File: src/rtl/robo_pkg.sv
// Shared definitions for the robot actuator: FSM states, heading codes and
// default step counts.
package robo_pkg;

  typedef enum logic [1:0] {
    IDLE   = 2'd0,
    GIRO   = 2'd1,
    AVANCO = 2'd2,
    FIM    = 2'd3
  } estado_t;

  localparam logic [1:0] HEAD_N = 2'd0;
  localparam logic [1:0] HEAD_E = 2'd1;
  localparam logic [1:0] HEAD_S = 2'd2;
  localparam logic [1:0] HEAD_W = 2'd3;

  localparam int STEPS_AVANCO_DEF = 8;
  localparam int STEPS_GIRO_DEF   = 4;

endpackage

File: src/rtl/robo_passo_cnt.sv
// Step counter: cleared on state entry, counts motor cycles, flags the last one.
module robo_passo_cnt (
  input  logic       clock,
  input  logic       reset,
  input  logic       clear,
  input  logic       enable,
  input  logic [7:0] limit,
  output logic [7:0] count,
  output logic       last
);

  logic [7:0] r_count;

  always_ff @(posedge clock) begin
    if (reset || clear) begin
      r_count <= 8'd0;
    end else if (enable) begin
      r_count <= r_count + 8'd1;
    end
  end

  assign count = r_count;
  assign last  = (r_count == (limit - 8'd1));

endmodule

File: src/rtl/robo_atuador.sv
// Wall-follower actuator: executes turn / advance / turn-then-advance
// sequences and tracks heading and grid position; all outputs registered.
module robo_atuador
  import robo_pkg::*;
#(
  parameter int STEPS_AVANCO = STEPS_AVANCO_DEF,
  parameter int STEPS_GIRO   = STEPS_GIRO_DEF
) (
  input  logic       clock,
  input  logic       reset,
  input  logic       avancar,
  input  logic       girar,
  output logic       motor_esq_en,
  output logic       motor_dir_en,
  output logic       motor_dir_rev,
  output logic [1:0] heading,
  output logic [3:0] pos_x,
  output logic [3:0] pos_y,
  output logic       busy,
  output logic       done
);

  estado_t    r_state, w_state_nxt;
  logic       r_pend,  w_pend_nxt;
  logic [1:0] r_heading, w_heading_nxt;
  logic [3:0] r_pos_x, w_pos_x_nxt;
  logic [3:0] r_pos_y, w_pos_y_nxt;
  logic       r_motor, r_rev, r_busy, r_done;

  logic [7:0] w_limit;
  logic [7:0] w_count;
  logic       w_last;
  logic       w_clear;
  logic       w_enable;

  assign w_limit  = (r_state == GIRO) ? 8'(STEPS_GIRO) : 8'(STEPS_AVANCO);
  assign w_enable = (r_state == GIRO) || (r_state == AVANCO);
  // Counter restarts at every state entry, including GIRO -> AVANCO.
  assign w_clear  = (w_state_nxt != r_state);

  robo_passo_cnt u_cnt (
    .clock  (clock),
    .reset  (reset),
    .clear  (w_clear),
    .enable (w_enable),
    .limit  (w_limit),
    .count  (w_count),
    .last   (w_last)
  );

  always_comb begin
    w_state_nxt   = r_state;
    w_pend_nxt    = r_pend;
    w_heading_nxt = r_heading;
    w_pos_x_nxt   = r_pos_x;
    w_pos_y_nxt   = r_pos_y;
    case (r_state)
      IDLE: begin
        if (girar) begin
          w_state_nxt = GIRO;
          w_pend_nxt  = avancar;
        end else if (avancar) begin
          w_state_nxt = AVANCO;
        end
      end
      GIRO: begin
        if (w_last) begin
          w_heading_nxt = r_heading + 2'd1;
          w_pend_nxt    = 1'b0;
          w_state_nxt   = r_pend ? AVANCO : FIM;
        end
      end
      AVANCO: begin
        if (w_last) begin
          w_state_nxt = FIM;
          case (r_heading)
            HEAD_N:  w_pos_y_nxt = r_pos_y + 4'd1;
            HEAD_E:  w_pos_x_nxt = r_pos_x + 4'd1;
            HEAD_S:  w_pos_y_nxt = r_pos_y - 4'd1;
            default: w_pos_x_nxt = r_pos_x - 4'd1;
          endcase
        end
      end
      default: w_state_nxt = IDLE;
    endcase
  end

  // Outputs are registered from the next state so they align with it.
  always_ff @(posedge clock) begin
    if (reset) begin
      r_state   <= IDLE;
      r_pend    <= 1'b0;
      r_heading <= HEAD_N;
      r_pos_x   <= 4'd0;
      r_pos_y   <= 4'd0;
      r_motor   <= 1'b0;
      r_rev     <= 1'b0;
      r_busy    <= 1'b0;
      r_done    <= 1'b0;
    end else begin
      r_state   <= w_state_nxt;
      r_pend    <= w_pend_nxt;
      r_heading <= w_heading_nxt;
      r_pos_x   <= w_pos_x_nxt;
      r_pos_y   <= w_pos_y_nxt;
      r_motor   <= (w_state_nxt == GIRO) || (w_state_nxt == AVANCO);
      r_rev     <= (w_state_nxt == GIRO);
      r_busy    <= (w_state_nxt != IDLE);
      r_done    <= (w_state_nxt == FIM);
    end
  end

  assign motor_esq_en  = r_motor;
  assign motor_dir_en  = r_motor;
  assign motor_dir_rev = r_rev;
  assign heading       = r_heading;
  assign pos_x         = r_pos_x;
  assign pos_y         = r_pos_y;
  assign busy          = r_busy;
  assign done          = r_done;

endmodule

File: config.mk
export PLATFORM = sky130hd
export DESIGN_NAME = robo_atuador
export DESIGN_NICKNAME = d
export VERILOG_FILES = /design/src/rtl/robo_pkg.sv /design/src/rtl/robo_passo_cnt.sv /design/src/rtl/robo_atuador.sv
export SDC_FILE = /design/constraint.sdc
export NUM_CORES = 1
export LEC_CHECK = 0
export CAP_MARGIN = 30
export CORE_AREA = 2 2 54 56
export CTS_BUF_LIST = sky130_fd_sc_hd__clkbuf_2 sky130_fd_sc_hd__clkbuf_4 sky130_fd_sc_hd__clkbuf_8
export DETAILED_ROUTE_END_ITERATION = 8
export DIE_AREA = 0 0 56 58
export PLACE_DENSITY = 0.79
export SYNTH_ARGS = -nofsm -noshare
export SYNTH_HDL_FRONTEND = slang
export SYNTH_SLANG_ARGS = --single-unit
File: constraint.sdc
create_clock -name clock -period 4.6 [get_ports clock]
set_clock_uncertainty 0.2 [all_clocks]
set_input_delay 0.69 -clock clock [delete_from_list [all_inputs] [get_ports clock]]
set_output_delay 0.69 -clock clock [all_outputs]
set_load 0.1 [all_outputs]
==> reports/metrics.yaml <==
worst_setup_path:
  crit_chain: "clkdlybuf4s50_1"
  cpPeakStageDelay_ns: 1.17
  worst-path-buf-inv: 1
  worstSetupStartpointType: "flip-flop"
  required_ns: 3.71
  end_kind: "output port"
  path_max_fanout: 4
  crit_arrival_ns: 1.93
  crit_family: "buffers and inverters"
  path_class: "flip-flop to output port"
  critPathSlowestCell: "clkdlybuf4s50_1"
timing:
  finalHoldViolCount: 0
  drv_slew: 0
  fin_crit_ns: 2.825
  setup-tns-final_ns: 0
  rsz0062_at_grt: "false"
  holdWs_ns: 0.3012
  fmax_mhz: 354.0
  relSlewSlack: 0.3505
  finalCritPeriodShare: 0.6141
  setup_viol: 0
  worst_pin_slew_ns: 0.9712
placed_design:
  numPortBuffers: 18
  place_inst: 200
  dpl-instance-area_sq_um: 1645
  gp_congestion: 0.8646
  hpwl_microns: 1963
clock_network:
  h-tree-depth: 1
  post_cts_buffers: 0
  cts.sinks: 25
  cts_buffers: 3
  clkTransAtPathRegs_ns: 0.13
  cts_resized: 0
  cts-root-buf: "clkbuf_4"
  cts_tree: "built"
  worstSkewPairLatency_ns: 0.32
  holdBufCountCts: 0
  cts_buffer_depth: 2
logic_synthesis:
  synth.area.top_cells: "dfxtp_1 (35%), ha_1 (13%), xnor2_1 (5.4%), inv_1 (3.6%), xor2_1 (3.6%)"
  synth_flop_cell: "dfxtp_1"
  ys_async_sr_fraction: 0
  seq_area_frac_synth: 0.3451
  synth_nets: 177
  synthTopCellsByCount: "dfxtp_1 (25), ha_1 (15), inv_1 (14)"
  synth_warnings: 0
  syn_avg_cell_area_sq_um: 9.296
  synth_top_area_cell: "dfxtp_1"
  synthCells: 156
  yosysMostFrequentCell: "dfxtp_1"
  synth_seq_cells: 25
  synth.top_cell.area_share: 0.3451
  syn-cell-area_sq_um: 1450
  synth.distinct_cells: 38
  synth-edff-count: 0
floorplanning:
  dieWidth_microns: 56
  pin_count: 19
  die_y_microns: 58
  die-area_sq_um: 3248
  num_rows: 19
  initial_utilization: 0.5446
  core_sq_um: 2663
cells_and_area:
  instances_no_fill: 204
  nets: 195
  drive_gt1_frac: 0.06936
  areaGrowthSynthToFinish_pct: 15.53
  final_area_sq_um: 1675
  antenna_cells: 0
  final.fill_count: 241
detailed_routing:
  first_iter_violations: 16
  drc: 0
  wl_per_cell_microns: 12.50
  vias: 1128
  routed_wl_microns: 2550
  firstDrtPassIters: 4
  drt.antenna.violating_nets: 0
  vias_per_cell: 5.529
pwr:
  peakVddDrop_uv: 370.0
  p_total_w: 0.0005378
  power.leakage_nw: 0.6540
  power_density_nw_per_um2: 321.0
run:
  cap_violations: 0
grt:
  antenna_found_initial: 0
  grt_max_degree: 19
  grt_overflow: 0
  grt_use_total: 0.1732
  grt_pass1_wl_microns: 4464
  grt_pass1_vias: 1072
hold_path:
  hold_path_class: "flip-flop to flip-flop"
outcome:
  status: "complete, no violations"
power by group:
group	leakage [nW]	internal, W	switching (W)	total (W)
registers	0.203	0.000229	0.00000978	0.000239
clock network	0.0184	0.0000399	0.0000653	0.000105
logic	0.433	0.0000614	0.000133	0.000194
total	0.654	0.000330	0.000208	0.000538
worst paths after layout:
kind / from / to / slack, ns / cells past startpoint
setup / recovery: pos_x[0] / pos_x[0] / 1.78 / 1
hold / removal: r_pend / r_pend / 0.30 / 2
setup reg to reg: r_state[1] / motor_dir_en / 2.23 / 7
hold reg to reg: r_pend / r_pend / 0.30 / 2
per-layer routing:
layer | vias to the layer above | track usage | wire length (microns)
met5 | - | 0 | 0
met4 | 0 | 0.08844 | 67
met3 | 8 | 0.02902 | 103
met2 | 29 | 0.2924 | 1223
met1 | 529 | 0.2146 | 1155
li1 | 562 | - | -
registers in the layout, indices dropped and copies added (netlist names):
name,cells
done,1
heading,2
pos_y,4
motor_dir_rev,1
busy,1
u_cnt.count,8
motor_dir_en,1
r_pend,1
r_state,2
pos_x,4
per-stage QoR:
| step | utilization | worst slack [ns] |
|---|---|---|
| floorplan | - | 1.849 |
| global placement | 0.6180 | 2.023 |
| detailed placement | 0.6180 | 1.967 |
| CTS | 0.6292 | 1.761 |
| global route | 0.6292 | 1.743 |
| finish | 0.6292 | 1.775 |
area by class of cell:
cell class                 count  area [sq um]  area share
sequential                    25         500.5      0.2987
tap                           31         38.79     0.02315
clock buffer                   4         30.03     0.01792
timing repair buffer          18         180.2      0.1075
multi-input combinational    110         865.8      0.5168
inverter                      16         60.06     0.03585
tightest hold or removal path, cell delays in order, from the launching register on:
cell and delay [ns]:
dfxtp_1 0.34, o21ai_1 0.07, a21oi_1 0.06
cell families (layout without fill, tap and decap cells):
logic type      after synthesis  after routing  synth area share
fa+ha+maj                    17             17            0.1570
compound gates               23             23            0.1104
simple gates                 50             50            0.1924
buf+inv                      21             38           0.05781
xor+xnor                     16             16            0.1096
mux                           4              4           0.02761
flops                        25             25            0.3451
cells in the final DEF, fill, tap and decap left out, drive strengths merged, types with 5 or more instances in the layout:
master,count
xnor2,10
a21oi,7
clkdlybuf4s50,18
xor2,6
nor3,11
nor2,12
nand3,6
inv,16
nor2b,7
dfxtp,25
a21o,5
ha,15
Power figures use the tool's default switching activity.
